`config.mk`:
```
export PLATFORM = sky130hd
export DESIGN_NAME = fb_write_arbiter
export DESIGN_NICKNAME = d
export VERILOG_FILES = /design/src/rtl/fb_write_arbiter.sv
export SDC_FILE = /design/constraint.sdc
export NUM_CORES = 1
export LEC_CHECK = 0
export CORE_AREA = 10 10 79 81
export CTS_BUF_LIST = sky130_fd_sc_hd__clkbuf_4 sky130_fd_sc_hd__clkbuf_8
export DETAILED_ROUTE_END_ITERATION = 10
export DIE_AREA = 0 0 89 91
export PLACE_DENSITY = 0.81
export SKIP_CTS_REPAIR_TIMING = 1
export SLEW_MARGIN = 20
export SYNTH_ARGS = -nofsm -noshare
export SYNTH_HDL_FRONTEND = slang
export SYNTH_SLANG_ARGS = --single-unit
```
`constraint.sdc`:
```
create_clock -name clk -period 3.5 [get_ports clk]
set_input_delay 0.7 -clock clk [delete_from_list [all_inputs] [get_ports clk]]
set_output_delay 0.7 -clock clk [all_outputs]
set_load 0.02 [all_outputs]
```
`src/rtl/fb_write_arbiter.sv`:
```
`default_nettype none
// ============================================================================
// Module   : fb_write_arbiter
// Purpose  : Shares the single framebuffer write port between NREQ drawing
//            requesters using round-robin arbitration (at most one write per
//            cycle). An optional clear engine fills the whole framebuffer
//            with a pattern and has absolute priority over the requesters.
// Macro    : FB_ARB_CLEAR_EN - when defined, the clear engine is built.
//            When undefined, clr_start/clr_pattern are ignored, clr_busy and
//            clr_done are tied low and the arbiter may grant every cycle.
// Ports    : clk          system clock
//            rst_n        synchronous active-low reset
//            req          per-requester write request, held until granted
//            req_addr     packed addresses, requester k at [k*AW +: AW]
//            req_data     packed data, requester k at [k*DW +: DW]
//            gnt          one-hot grant, combinational, same cycle as accept
//            clr_start    pulse: start a full-framebuffer clear
//            clr_pattern  fill value, sampled on an accepted clr_start
//            clr_busy     high while the clear is in progress
//            clr_done     one-cycle pulse after the last clear write issued
//            wr_en        framebuffer write strobe (registered)
//            wr_addr      framebuffer write address (registered)
//            wr_data      framebuffer write data (registered)
// Revision : 1.0 - initial release
// ============================================================================
module fb_write_arbiter #(
  parameter int NREQ  = 4,
  parameter int AW    = 11,
  parameter int DW    = 8,
  parameter int DEPTH = 2048
) (
  input  logic                 clk,
  input  logic                 rst_n,
  input  logic [NREQ-1:0]      req,
  input  logic [NREQ*AW-1:0]   req_addr,
  input  logic [NREQ*DW-1:0]   req_data,
  output logic [NREQ-1:0]      gnt,
  input  logic                 clr_start,
  input  logic [DW-1:0]        clr_pattern,
  output logic                 clr_busy,
  output logic                 clr_done,
  output logic                 wr_en,
  output logic [AW-1:0]        wr_addr,
  output logic [DW-1:0]        wr_data
);

  localparam int            PW      = $clog2(NREQ);
  localparam logic [PW-1:0] PTR_RST = PW'(NREQ - 1);
  localparam logic [PW:0]   NREQ_W  = (PW + 1)'(NREQ);

  // --------------------------------------------------------------------------
  // Round-robin search
  // --------------------------------------------------------------------------
  logic [PW-1:0]   ptr_q, ptr_d;
  logic [NREQ-1:0] rr_gnt;
  logic            rr_any;
  logic [PW-1:0]   rr_idx;
  logic [PW:0]     rr_sum;
  logic [AW-1:0]   rr_addr;
  logic [DW-1:0]   rr_data;

  always_comb begin
    rr_gnt  = '0;
    rr_any  = 1'b0;
    rr_idx  = ptr_q;
    rr_sum  = '0;
    rr_addr = '0;
    rr_data = '0;
    // Candidates in order ptr+1, ptr+2, ... wrapping; the sum never exceeds
    // 2*NREQ-1, so a single conditional subtract is the modulo.
    for (int i = 1; i <= NREQ; i++) begin
      rr_sum = {1'b0, ptr_q} + (PW + 1)'(i);
      if (rr_sum >= NREQ_W) begin
        rr_sum = rr_sum - NREQ_W;
      end
      if (!rr_any && req[rr_sum[PW-1:0]]) begin
        rr_any                 = 1'b1;
        rr_idx                 = rr_sum[PW-1:0];
        rr_gnt[rr_sum[PW-1:0]] = 1'b1;
      end
    end
    // One-hot grant selects the winning address/data.
    for (int k = 0; k < NREQ; k++) begin
      if (rr_gnt[k]) begin
        rr_addr = rr_addr | req_addr[k*AW +: AW];
        rr_data = rr_data | req_data[k*DW +: DW];
      end
    end
  end

  // --------------------------------------------------------------------------
  // Clear engine
  // --------------------------------------------------------------------------
  logic          arb_en;    // requesters may be granted this cycle
  logic          clr_wr;    // clear engine issues a write this cycle
  logic [AW-1:0] clr_addr;
  logic [DW-1:0] clr_data;

`ifdef FB_ARB_CLEAR_EN
  typedef enum logic [1:0] {
    S_IDLE  = 2'd0,
    S_CLEAR = 2'd1,
    S_DONE  = 2'd2
  } state_t;

  localparam logic [AW-1:0] CNT_LAST = AW'(DEPTH - 1);

  state_t        state_q, state_d;
  logic [AW-1:0] cnt_q, cnt_d;
  logic [DW-1:0] pat_q, pat_d;

  always_ff @(posedge clk) begin
    if (!rst_n) begin
      state_q <= S_IDLE;
      cnt_q   <= '0;
      pat_q   <= '0;
    end else begin
      state_q <= state_d;
      cnt_q   <= cnt_d;
      pat_q   <= pat_d;
    end
  end

  // Address 0 is issued in the start cycle itself (straight from
  // clr_pattern) so it reaches wr_* one cycle later; cnt then holds the next
  // address to issue while in CLEAR.
  always_comb begin
    state_d  = state_q;
    cnt_d    = cnt_q;
    pat_d    = pat_q;
    arb_en   = 1'b1;
    clr_wr   = 1'b0;
    clr_addr = cnt_q;
    clr_data = pat_q;
    case (state_q)
      S_IDLE: begin
        if (clr_start) begin
          arb_en   = 1'b0;
          clr_wr   = 1'b1;
          clr_addr = '0;
          clr_data = clr_pattern;
          pat_d    = clr_pattern;
          if (CNT_LAST == '0) begin
            state_d = S_DONE;
          end else begin
            cnt_d   = AW'(1);
            state_d = S_CLEAR;
          end
        end
      end
      S_CLEAR: begin
        arb_en = 1'b0;
        clr_wr = 1'b1;
        if (cnt_q == CNT_LAST) begin
          state_d = S_DONE;
        end else begin
          cnt_d = cnt_q + AW'(1);
        end
      end
      S_DONE: begin
        // Arbitration is already live here; clr_start is not accepted.
        state_d = S_IDLE;
      end
      default: begin
        state_d = S_IDLE;
      end
    endcase
  end

  assign clr_busy = (state_q == S_CLEAR);
  assign clr_done = (state_q == S_DONE);
`else
  logic w_unused_clr;

  assign w_unused_clr = ^{clr_start, clr_pattern};
  assign arb_en       = 1'b1;
  assign clr_wr       = 1'b0;
  assign clr_addr     = '0;
  assign clr_data     = '0;
  assign clr_busy     = 1'b0;
  assign clr_done     = 1'b0;
`endif

  // --------------------------------------------------------------------------
  // Grant, pointer and registered write port
  // --------------------------------------------------------------------------
  logic          wr_en_d;
  logic [AW-1:0] wr_addr_d;
  logic [DW-1:0] wr_data_d;

  always_comb begin
    gnt       = arb_en ? rr_gnt : '0;
    ptr_d     = (arb_en && rr_any) ? rr_idx : ptr_q;
    wr_en_d   = clr_wr | (arb_en & rr_any);
    wr_addr_d = clr_wr ? clr_addr : rr_addr;
    wr_data_d = clr_wr ? clr_data : rr_data;
  end

  always_ff @(posedge clk) begin
    if (!rst_n) begin
      ptr_q   <= PTR_RST;
      wr_en   <= 1'b0;
      wr_addr <= '0;
      wr_data <= '0;
    end else begin
      ptr_q   <= ptr_d;
      wr_en   <= wr_en_d;
      wr_addr <= wr_addr_d;
      wr_data <= wr_data_d;
    end
  end

endmodule
`default_nettype wire

```
* Word-level counts from Yosys, hierarchy flattened
Index checks and enable logic that the tools add are counted.
** Cells by class
- $add $sub $neg :: 8
- Order comparisons :: 12
- Muxes and demuxes :: 40
- Bitwise gates (word level) :: 9
- Reductions and logical operators :: 12
** Operators with widths (number)
- 11-bit two-way mux :: 4
- 11-bit OR :: 3
- 8-bit two-way mux :: 4
- 8-bit OR :: 3
- 2-bit two-way mux :: 8
- 4-bit two-way mux :: 4
- 3-bit >= comparator, second input constant :: 4
- 2-bit by 3-bit less-than comparator with 1-bit output, second input constant :: 4
- 1-bit two-way mux :: 12
- 4-bit OR :: 3
- 1-bit binary-select mux with 2-bit select :: 4
- 1-bit demux with 2-bit select :: 4
- 2-bit by 1-bit >= comparator with 1-bit output, second input constant :: 4
- 2-bit by 1-bit subtractor with 2-bit output, second input constant :: 4
- 1-bit logical AND :: 7
- 2-bit by 2-bit adder with 3-bit output, second input constant :: 2
- 4-bit nonzero test :: 1
- 2-bit by 1-bit adder with 3-bit output, second input constant :: 1
- 2-bit by 3-bit adder with 3-bit output, second input constant :: 1
- 1-bit logical NOT :: 3
- 2-bit AND reduction :: 1
** Word-level totals
- Register bits after elaboration :: 22
- Bits of input ports :: 91
- Output and inout port bits :: 26
- Logic and storage cells :: 85

* Logic depth before layout (Yosys ltp)
- Depth in word-level cells :: 22
- Gate-level depth with buffers :: 12
- Depth with buffers taken out :: 8

* Worst setup path after synthesis
Ideal clock, no wire load.
- Kind :: reg2out
- Start :: register ptr_q[0]
- End :: output port gnt[0]
- Data arrival time :: 2422 ps
- Required time :: 2800 ps
- Path slack :: 378 ps
- Cell stages (with the launch flop) :: 10
- Path buffers :: 3
- Cell sequence :: dfxtp_1 -> buf_6 -> inv_1 -> ha_1 -> buf_2 -> mux4_2 -> nor4b_4 -> a22oi_1 -> buf_2 -> inv_1
** Between the ends
- Cells in the longest elaborated chain, start to end :: 15
- Elaborated cells between the ends (all ways) :: 60
- Those cells by class :: 8 x add/sub; 12 x order compare; 27 x mux; 3 x bitwise; 10 x reduce/logical
** Ends and longest elaborated chain
- start, declared :: line 54 : logic [PW-1:0] ptr_q, ptr_d;
- start signal, assigned :: line 206 : ptr_q <= ptr_d;
- parallel branches: the longest is 14 deep, another holds 2-bit by 1-bit adder with 3-bit output
- 4-bit two-way mux (*) :: line 76 : if (!rr_any && req[rr_sum[PW-1:0]]) begin
- end, declared :: line 37 : output logic [NREQ-1:0] gnt,
Mark *: on every way between the ends. The select of a mux whose other input is x is not followed.

* Worst setup path after layout
- Start :: input port req[1]
- End :: output port gnt[0]
** Between the ends
- Cells in the longest elaborated chain, start to end :: 12
- Elaborated cells between the ends (all ways) :: 24
- Those cells by class :: 15 x mux; 3 x bitwise; 6 x reduce/logical
** Ends and longest elaborated chain
- start, declared :: line 34 : input logic [NREQ-1:0] req,
- 1-bit binary-select mux with 2-bit select :: line 76
- 1-bit two-way mux (not written as such) :: line 76
- 1-bit two-way mux :: line 76
- 1-bit logical NOT :: line 76
- 1-bit logical AND :: line 76
- 1-bit two-way mux :: line 76
- 1-bit logical NOT :: line 76
- 1-bit logical AND :: line 76
- 1-bit two-way mux :: line 76
- 1-bit logical NOT :: line 76
- 1-bit logical AND :: line 76
- 4-bit two-way mux (*) :: line 76
Every way passes the cells marked *; elsewhere a longest branch is shown, timed or not. The select of a mux whose other input is x is not followed.

==> summary.md <==
| Metric | Value |
|---|---|
| Status | completed |
| First-pass GRT wire length | 9.59 mm |
| Iteration-0 DRC Markers | 76 |
| CP max FO | 6 |
| Effective utilization at floorplan | 35.3% |
| Ys async rst share | 0% |
| H-tree levels | 1 |
| CTS Buffer Depth | 2 |
| Final instance area | 0.00288 mm2 |
| Critical path's top delay family | buffers and inverters |
| Post-DRT Antenna Nets | 0 |
| Worst EP required | 2800 ps |
| CP max-delay cell | mux4_2 |
| Post-synthesis simple-gate area fraction | 16.9% |
| Synth Area per Inst | 8.84 um2 |
| Chip height | 91 um |
| Setup TNS | 0 ps |
| Clock latency at the later pin of the worst-skew pair | 250 ps |
| # diodes | 0 |
| Max-cap violation count | 0 |
| CP Data Arrival Time | 2610 ps |
| Layout net count | 396 |
| Xor-xnor portion of the synthesized cell area | 0.533% |
| Top layer in use | met4 |
| Area of the die | 0.00810 mm2 |
| Vias in the first global route | 1884 |
| Total Routing Usage GR | 14.6% |
| Sequential share of the synthesized area | 26.8% |
| Via count | 1860 |
| Setup Skew | 2.72 ps |
| DR WL/cell | 18.0 um |
| Sw Ratio | 42.8% |
| Met3 WL | 581 um |
| Clock power share | 7.1% |
| Initial antenna violation count | 0 |
| Worst slew margin | 60.7% |
| Final core utilization | 61.7% |
| Synth Area in Compound Gates | 32.9% |
| Static Leak | 1.23 nW |
| Internal power consumption | 0.00143 W |
| Setup CP Type | input pin to primary output |
| I/O Buffers | 105 |
| Combinational family with the most area after synthesis | compound AO/OA/AOI/OAI gates |
| Pwr dens | 869 mW/mm2 |
| Synth Area in Adders | 4.57% |
| Area after DPL | 0.00281 mm2 |
| Worst setup SP type | input pin |
| Die W | 89 um |
| R2R setup slack | 620 ps |
| Post-DP HPWL | 5.23 mm |
| Row Count | 25 |
| Slew @ Worst Pin | 588 ps |
| Buf/Inv on CP | 4 |
| Synthesized cell area | 0.00164 mm2 |
| Clk sinks | 22 |
| Switching power | 0.00107 W |
| Cell Chain, Critical Path | clkdlybuf4s50_1, mux4_2, buf_4, a211o_1, a22oi_1, inv_1, dlymetal6s2s_1 |
| WL final | 6.35 mm |
| CTS Buf Count | 3 |
| Drt first pass iters | 4 |
| Tcrit/Tclk final | 94.5% |
| Crit-path max cell delay | 550 ps |
| Post-synth top area cell | dfxtp_1 |
| Final setup fails | 0 |
| PnR worst setup slack | 192 ps |
| Synth Instances | 186 |
| Placeable core area | 0.00466 mm2 |
| Combinational power share | 76.8% |
| Hold Violations, Final | 0 |
| Area delta synth->final | 75.0% |
| Pre-CTS WS | -190 ps |
| Largest net degree at the start of global routing | 27 |
| M1 wire length | 2.34 mm |
| Reg power frac | 16.1% |
| Area contributors post-synth | dfxtp_1, a221o_1, a22o_1, nand2_1, mux4_2 |
| Clock edge transition at the registers on the reported setup and hold paths | 80 ps |
| RD Place Congestion | 0.873 |
| Final Max Slew Viols | 0 |
| Via density | 5.28 |
| Post-synth cell types | 38 |
| CP endpoint kind | primary output |
| Share of layout cells above drive strength 1 | 12.8% |
| Mux share of post-synthesis cell area | 9.21% |
| Seq cells post-synth | 22 |
| Area fraction of the dominant cell type after synthesis | 26.8% |
| Met2 wire len | 3.34 mm |
| VDD IR max | 426 uV |
| CTS Root Buffer Type | clkbuf_8 |
| Final min period | 3310 ps |
| GRT overflow | 0 |
| # IOs | 117 |
| Synth warnings | 0 |
| FMAX | 302 MHz |
| CTS tree | yes |
| Top_reg_cell synth | dfxtp_1 |
| RSZ-0062 raised after global routing | false |
| Number of synthesized flops with an enable pin | 0 |
| DRC Markers | 0 |
| Hold crit path type | flop to flop |
## worst register-to-register path, cell delays in order (launching register included)
cell and delay, ps:
dfxtp_1 340, inv_1 100, ha_1 340, buf_4 170
mux2i_1 380, buf_4 180, o22ai_1 90, a211oi_2 240
o21ai_1 110, buf_4 220, a22o_1 270, a221o_1 330
## Yosys cell counts, types with 2 or more instances
cell type and number:
nand2_1 27, dfxtp_1 22, a221o_1 19, a22o_1 19, nor2_1 19, o22ai_1 8
buf_2 7, clkbuf_1 6, ha_1 6, mux2i_1 5, buf_6 4, mux4_2 4
nand2b_1 4, buf_4 3, inv_1 3, nor2b_1 3, a211oi_1 2, a21oi_1 2
clkbuf_2 2, nor3b_1 2, o21ai_1 2
## sequential cells by signal, summed over array words and instances (netlist names)
register	flops
ptr_q	2
wr_addr	11
wr_data	8
wr_en	1
## cells in the final DEF (no fill, tap or decap), drive strengths merged, types with 5 or more instances in the layout
master         instances
a221o                 19
buf                   24
clkdlybuf4s50        101
a22o                  19
mux2i                  5
dfxtp                 22
ha                     6
nand2                 27
o22ai                  8
nor2                  19
## logic make-up after synthesis
group,count (synthesis)
DFF,22
adders and majority gates,6
AOI/OAI and AO/OA,62
other,1
buffers and inverters,25
xor gates and xnor gates,1
and+or+nand+nor,59
muxes,10
## through the flow
step	hold slack, ps	total power, W	cells
after floorplan	756	0.00165	187
after global placement	645	0.00231	348
after detailed placement	656	0.00235	348
after CTS	680	0.00254	352
after global routing	743	0.00268	352
final	674	0.00250	352
## power by group through the flow
stage	logic [W]	clock network, W	registers [W]
after floorplan	0.00111	0	0.000547
after global routing	0.00207	0.000196	0.000414
final	0.00192	0.000179	0.000402
after global placement	0.00191	0	0.000406
after CTS	0.00195	0.000182	0.000404
after detailed placement	0.00194	0	0.000410
## final timing paths
check	from	end	cells after the start
worst max register to register	ptr_q[1]$_SDFFE_PN1P_	wr_addr[2]$_SDFF_PN0_	11
worst min-delay path	ptr_q[0]$_SDFFE_PN1P_	ptr_q[0]$_SDFFE_PN1P_	4
worst min register to register	ptr_q[0]$_SDFFE_PN1P_	ptr_q[0]$_SDFFE_PN1P_	4
worst max-delay path	req[1]	gnt[0]	7
## routing by layer
| layer | up-vias | GRT usage, % |
|---|---|---|
| met1 | 864 | 15.1 |
| li1 | 917 | - |
| met3 | 8 | 4.02 |
| met5 | - | 0 |
| met2 | 71 | 27.9 |
| met4 | 0 | 2.79 |
## layout make-up
type | count | area [um2]
inverters | 3 | 11.3
well taps | 54 | 67.6
multi-input cells | 140 | 1060
repair buffers | 129 | 1240
clock buffers | 4 | 55.1
flip-flops and latches | 22 | 440
fillers | 411 | 1780
(Power assumes the default switching activity.)
